--- config.mk ---
export PLATFORM = sky130hd
export DESIGN_NAME = writeback_regfile
export DESIGN_NICKNAME = d
export VERILOG_FILES = /design/src/rtl/writeback_regfile_pkg.sv /design/src/rtl/writeback_regfile_pending_counter.sv /design/src/rtl/writeback_regfile.sv
export SDC_FILE = /design/constraint.sdc
export NUM_CORES = 2
export LEC_CHECK = 0
export CAP_MARGIN = 30
export CORE_MARGIN = 4
export CORE_UTILIZATION = 35
export DETAILED_ROUTE_END_ITERATION = 10
export PLACE_DENSITY = 0.58
export SYNTH_ARGS = -nofsm -noshare
export SYNTH_HDL_FRONTEND = slang
export SYNTH_SLANG_ARGS = --single-unit
--- constraint.sdc ---
create_clock -name clk -period 44.3 [get_ports clk]
set_input_delay 4.43 -clock clk [delete_from_list [all_inputs] [get_ports clk]]
set_output_delay 4.43 -clock clk [all_outputs]
set_load 0.01 [all_outputs]
--- src/rtl/writeback_regfile_pkg.sv ---
// rtl/writeback_regfile_pkg.sv - shared widths and constants for the write-back register bank
package writeback_regfile_pkg;

  localparam int DATA_W = 32;
  localparam int ADDR_W = 5;
  localparam int CNT_W  = 2;

  localparam logic [ADDR_W-1:0] REG_ZERO = 5'd0;
  localparam logic [CNT_W-1:0]  CNT_MAX  = 2'd3;

endpackage

--- src/rtl/writeback_regfile_pending_counter.sv ---
// rtl/writeback_regfile_pending_counter.sv - saturating in-flight producer counter for one register
module pending_counter #(
  parameter int CNT_W = writeback_regfile_pkg::CNT_W
) (
  input  logic clk,
  input  logic rst,
  input  logic inc,
  input  logic dec,
  input  logic clear,
  output logic nonzero,
  output logic is_one,
  output logic overflow,
  output logic underflow
);

  localparam logic [CNT_W-1:0] CNT_TOP = '1;

  logic [CNT_W-1:0] cnt;
  logic             up;
  logic             down;

  // An issue and a retirement on the same edge cancel; clear overrides both.
  assign up   = inc & ~dec & ~clear;
  assign down = dec & ~inc & ~clear;

  assign overflow  = up && (cnt == CNT_TOP);
  assign underflow = down && (cnt == '0);
  assign nonzero   = (cnt != '0);
  assign is_one    = (cnt == CNT_W'(1));

  // Count moves one step per edge and holds at either end instead of wrapping.
  always_ff @(posedge clk or posedge rst) begin
    if (rst) begin
      cnt <= '0;
    end else if (clear) begin
      cnt <= '0;
    end else if (up && !overflow) begin
      cnt <= cnt + 1'b1;
    end else if (down && !underflow) begin
      cnt <= cnt - 1'b1;
    end
  end

endmodule

--- src/rtl/writeback_regfile.sv ---
// rtl/writeback_regfile.sv - register bank with write-back bypass and pending-write scoreboard
module writeback_regfile #(
  parameter int DATA_W = 32,
  parameter int ADDR_W = 5,
  parameter int CNT_W  = 2
) (
  input  logic              clk,
  input  logic              rst,
  input  logic              wb_en,
  input  logic [ADDR_W-1:0] wb_addr,
  input  logic [DATA_W-1:0] wb_data,
  input  logic [ADDR_W-1:0] rd_addr_a,
  input  logic [ADDR_W-1:0] rd_addr_b,
  output logic [DATA_W-1:0] rd_data_a,
  output logic [DATA_W-1:0] rd_data_b,
  input  logic              iss_en,
  input  logic [ADDR_W-1:0] iss_addr,
  input  logic              flush,
  output logic              busy_a,
  output logic              busy_b,
  output logic              sb_err
);

  import writeback_regfile_pkg::*;

  localparam int NREG = 1 << ADDR_W;

  logic [DATA_W-1:0] regs [NREG];
  logic [NREG-1:0]   nonzero;
  logic [NREG-1:0]   is_one;
  logic [NREG-1:0]   ovf;
  logic [NREG-1:0]   unf;
  logic              wb_hit;
  logic              iss_hit;

  // Register 0 is hard-wired: neither writes nor issues to it do anything.
  assign wb_hit  = wb_en && (wb_addr != REG_ZERO);
  assign iss_hit = iss_en && (iss_addr != REG_ZERO);

  // Register storage; entry 0 is never written so it always reads zero.
  always_ff @(posedge clk or posedge rst) begin
    if (rst) begin
      for (int i = 0; i < NREG; i++) begin
        regs[i] <= '0;
      end
    end else if (wb_hit) begin
      regs[wb_addr] <= wb_data;
    end
  end

  assign nonzero[0] = 1'b0;
  assign is_one[0]  = 1'b0;
  assign ovf[0]     = 1'b0;
  assign unf[0]     = 1'b0;

  for (genvar r = 1; r < NREG; r++) begin : g_cnt
    pending_counter #(.CNT_W(CNT_W)) u_cnt (
      .clk       (clk),
      .rst       (rst),
      .inc       (iss_hit && (iss_addr == ADDR_W'(r))),
      .dec       (wb_hit && (wb_addr == ADDR_W'(r))),
      .clear     (flush),
      .nonzero   (nonzero[r]),
      .is_one    (is_one[r]),
      .overflow  (ovf[r]),
      .underflow (unf[r])
    );
  end

  // Any counter saturating or an orphan write-back latches the error until reset.
  always_ff @(posedge clk or posedge rst) begin
    if (rst) begin
      sb_err <= 1'b0;
    end else if (|(ovf | unf)) begin
      sb_err <= 1'b1;
    end
  end

  // Port A read: bypass the in-flight write-back, hold zero during reset.
  always_comb begin
    rd_data_a = regs[rd_addr_a];
    busy_a    = nonzero[rd_addr_a];
    if (wb_hit && (wb_addr == rd_addr_a)) begin
      rd_data_a = wb_data;
      if (is_one[rd_addr_a]) busy_a = 1'b0;
    end
    if (rst) begin
      rd_data_a = '0;
      busy_a    = 1'b0;
    end
  end

  // Port B read: same bypass and last-producer retirement rule as port A.
  always_comb begin
    rd_data_b = regs[rd_addr_b];
    busy_b    = nonzero[rd_addr_b];
    if (wb_hit && (wb_addr == rd_addr_b)) begin
      rd_data_b = wb_data;
      if (is_one[rd_addr_b]) busy_b = 1'b0;
    end
    if (rst) begin
      rd_data_b = '0;
      busy_b    = 1'b0;
    end
  end

endmodule

==> metrics.md <==
| Metric | Value |
|---|---|
| Global-route wire length before repair | 291000 microns |
| Area of the die | 0.184 sq mm |
| WHS | between 0.3 and 0.4 ns |
| Cell count after synthesis | 4319 |
| Worst setup EP type | primary output |
| Synth Area in Adders | about 1.9% |
| R2R cell count | 7 |
| # setup viols final | 0 |
| Reg2reg setup slack | around 42 ns |
| Hold EP | regs[1023] |
| Die X | about 430 microns |
| Sw Ratio | 27.1% |
| Power per cell area | approximately 42 mW/mm^2 |
| CTS resizes | 0 |
| Final Worst Setup Slack | 30.56 ns |
| Fill count | 16300 |
| Io pins | about 120 |
| F_max | between 0.07 and 0.08 GHz |
| Clock Sinks | 1087 |
| Simple-gate share of the synthesized area | under 10% |
| Dpl cells | about 6400 |
| Max VDD drop | 29.5 uV |
| Pre-CTS setup slack | around 30 ns |
| Core box area | roughly 0.18 sq mm |
| Hold buffer count at CTS | 0 |
| Start of the worst register-to-register path | g_cnt[10].u_cnt.cnt[0] |
| 1st-iter DRT viols | 3401 |
| Period Utilization, post-route | 31.0% |
| Worst-path maximum fanout | around 110 |
| Status | completed |
| Via Count | around 39000 |
| Reg-to-reg endpoint | sb_err |
| Synth Area in Compound Gates | under 10% |
| Hpwl dp | approximately 110000 microns |
| Xor/xnor share of the synthesized area | less than 1% |
| Setup CP Type | input port to primary output |
| GRT overflow | 0 |
| Lkg Pwr | a little under 30 nW |
| Slowest-stage cell, CP | buf_4 |
| Reg power frac | between 40% and 50% |
| Sequential fraction of the synthesis area | a little over two fifths |
| Clk buf depth | 3 |
| FFs w/ async S/R, synth | between 90% and 100% |
| Critical Path Start Type | input port |
| Hold depth | 0 |
| Worst-Margin Slew | ~1.2 ns |
| Primary FF master, synth | dfrtp_1 |
| CP arrival | 9.31 ns |
| Number of synthesized flops with an enable pin | 0 |
| Netlist Area Pre-Place | 0.0619 sq mm |
| # DRC | 0 |
| Final Hold Viols | 0 |
| Site Rows | 154 |
| Max Cap Violations | 0 |
| CTS tree | built |
| WP buf/inv | 6 |
| H-tree levels | 3 |
| CP peak stage delay | around 0.75 ns |
| Layout Nets | around 4400 |
| Hold_sp | regs[1023] |
| Number of global-route vias before repair | roughly 41000 |
| Remaining antenna violation count | 0 |
| Minimum clock period | approximately 14 ns |
| Routability Congestion | 0.878 |
| Pins Over Slew Limit | 0 |
| Post-Route Utilization | between 30% and 40% |
| CP delay by family, top | buffers and inverters |
| Starting Density | 35.2% |
| Largest family of logic cells by synthesized area | multiplexers |
| Mux contribution to synthesized area | 42.4% |
| Num CTS Buffers | between 100 and 150 |
| Clock skew | about 0.0075 ns |
| Drt wl/cell | slightly below 30 microns |
| Ys Warns | 0 |
| Port Buffers | about 120 |
| DRT Pass-1 Iters | 8 |
| Final Non-Filler Cells | 6659 |
| CP required | 39.87 ns |
| Mapped Nets | roughly 4500 |
| Sum of negative setup slack | 0 ns |
| Reg clk slew, reported paths | about 0.06 ns |
| RSZ-0062 raised after global routing | no |
| Min-delay worst type | flip-flop to flip-flop |
| Synth Register Bits | 1087 |
| Total Wirelength | between 150000 and 200000 microns |
| Net switching power | roughly 0.79 mW |
| Root buf cell | clkbuf_16 |
| Initial antenna violation count | 3 |
| Netlist cell types | 74 |
| Die height | 429 microns |
| Worst slew margin | a little over a fifth |
| Postcts setup bufs | 0 |
| Comb pwr share | between 20% and 30% |
| Clock network fraction of total power | around a third |
| Clk_lat worst skew | between 0.7 and 0.8 ns |
| Int Pwr | about 2.1 mW |
| Largest net degree at the start of global routing | 165 |
| Share of cells above drive strength 1 | a little under half |
| Layout area overhead | 12.4% |
| Cell Chain, Critical Path | buf_8 > buf_4 > buf_4 > buf_12 > buf_12 > mux4_2 > mux4_2 > nand2_1 > nand3_1 > o21ai_1 > nor2_1 > clkdlybuf4s50_1 |
| Global-route usage over all layers | about a fifth |
| Syn Area/Cell | 14.3 sq um |
| Vias per std cell | between 5 and 6 |
-- final cells by class --
| cell class | count | area (sq um) | share of cell area [%] |
|---|---|---|---|
| Clock buffer | 165 | 3370 | 4.83 |
| Antenna cell | 2 | 5.00 | 0.00719 |
| Tap cell | 2340 | 2930 | 4.20 |
| Timing Repair Buffer | 247 | 2650 | 3.80 |
| Inverter | 73 | 283 | 0.406 |
| Clock inverter | 46 | 492 | 0.706 |
| Sequential cell | 1087 | 27200 | 39.1 |
| Multi-Input combinational cell | 2699 | 32700 | 47.0 |
-- worst max path at each step --
stage / from / end / slack [ns] / cells after the start
after global routing: rd_addr_a[0] / rd_data_a[7] / 30.20 / 12
final: rd_addr_a[0] / rd_data_a[7] / 30.56 / 12
after CTS: rd_addr_a[0] / rd_data_a[7] / 30.29 / 11
after detailed placement: rd_addr_a[0] / rd_data_a[7] / 30.29 / 11
after global placement: rd_addr_a[0] / rd_data_a[7] / 30.32 / 11
after floorplan: rst / g_cnt[10].u_cnt.cnt[0] / 8.95 / 3
-- registers in the layout, indices dropped and copies added, names as in the netlist --
name and count:
sb_err 1, regs 1024, g_cnt.u_cnt.cnt 62
-- cells in the final DEF (no fill, tap or decap), types with 17 or more instances in the layout --
cell type        Yosys  layout
clkbuf_16            0     116
ha_1                93      93
nor4_1              21      21
inv_1               72      71
clkbuf_1           249      21
a211oi_1            52      52
a21oi_1             39      39
buf_4               14      95
clkdlybuf4s50_1      0     111
mux2_2             934     934
clkbuf_8             0      28
nand2b_1            20      17
dfrtp_1           1087    1087
nand3_1             45      45
nand2_1            299     287
clkinv_2             0      27
xnor2_1             35      35
nor2_4               0      18
o21ai_1             27      27
nor2_1             175     160
mux4_2             665     665
mux2i_1             73      73
-- per-stage QoR --
| step | power, mW | cell area, sq um |
|---|---|---|
| global route | 3.04 | 69600 |
| CTS | 2.93 | 69500 |
| floorplan | 1.75 | 61900 |
| finish | 2.91 | 69600 |
| global placement | 1.91 | 65200 |
| detailed placement | 1.93 | 65700 |
-- synth_stat cells, types with 5 or more instances --
| library cell | instances | area (sq um) |
|---|---|---|
| inv_1 | 72 | 270 |
| o211ai_1 | 11 | 82.6 |
| mux2_2 | 934 | 10500 |
| clkbuf_1 | 249 | 935 |
| a31oi_1 | 5 | 31.3 |
| a211oi_1 | 52 | 390 |
| a2111oi_0 | 6 | 52.6 |
| o21ai_0 | 10 | 50.1 |
| nand2_1 | 299 | 1120 |
| nand2b_1 | 20 | 125 |
| or4_1 | 6 | 45.0 |
| o22ai_1 | 8 | 50.1 |
| nand4_1 | 8 | 50.1 |
| mux4_2 | 665 | 15000 |
| a21oi_1 | 39 | 195 |
| a211o_1 | 14 | 123 |
| nor3_1 | 14 | 70.1 |
| nor2_1 | 175 | 657 |
| o21ai_1 | 27 | 135 |
| o2111ai_1 | 9 | 78.8 |
| ha_1 | 93 | 1160 |
| nor4_1 | 21 | 131 |
| buf_2 | 124 | 621 |
| buf_1 | 63 | 236 |
| mux2i_1 | 73 | 731 |
| nor2b_1 | 16 | 100 |
| nor3b_1 | 10 | 75.1 |
| a32oi_1 | 8 | 70.1 |
| buf_6 | 10 | 113 |
| buf_4 | 14 | 105 |
| xnor2_1 | 35 | 307 |
| nand4bb_1 | 7 | 78.8 |
| nand3_1 | 45 | 225 |
| nand4b_1 | 8 | 70.1 |
| nor4b_1 | 5 | 43.8 |
| dfrtp_1 | 1087 | 27200 |
-- cells by family after synthesis --
logic type	Yosys count
AO/OA/AOI/OAI	215
buffers and inverters	533
AND/OR/NAND/NOR	679
XOR/XNOR	39
flip-flops	1087
adder cells (fa/ha/maj)	93
multiplexers	1673
-- power by group through the flow --
stage / combinational (mW) / clock (mW) / sequential [mW]
CTS: 0.617 / 1.02 / 1.29
floorplan: 0.476 / 0 / 1.27
detailed placement: 0.615 / 0 / 1.31
global route: 0.656 / 1.06 / 1.32
global placement: 0.601 / 0 / 1.30
finish: 0.611 / 0.999 / 1.30
-- per-layer routing --
metal,track usage [%],part of all wire [%],routed length [microns],up-vias
li1,-,-,-,16300
met1,27.9,41,81400,21600
met2,35.5,49,96500,1282
met3,3.09,5.5,10800,365
met4,8.22,4.1,8060,2
met5,0,0.0066,13,-
Power figures use the tool's default switching activity.
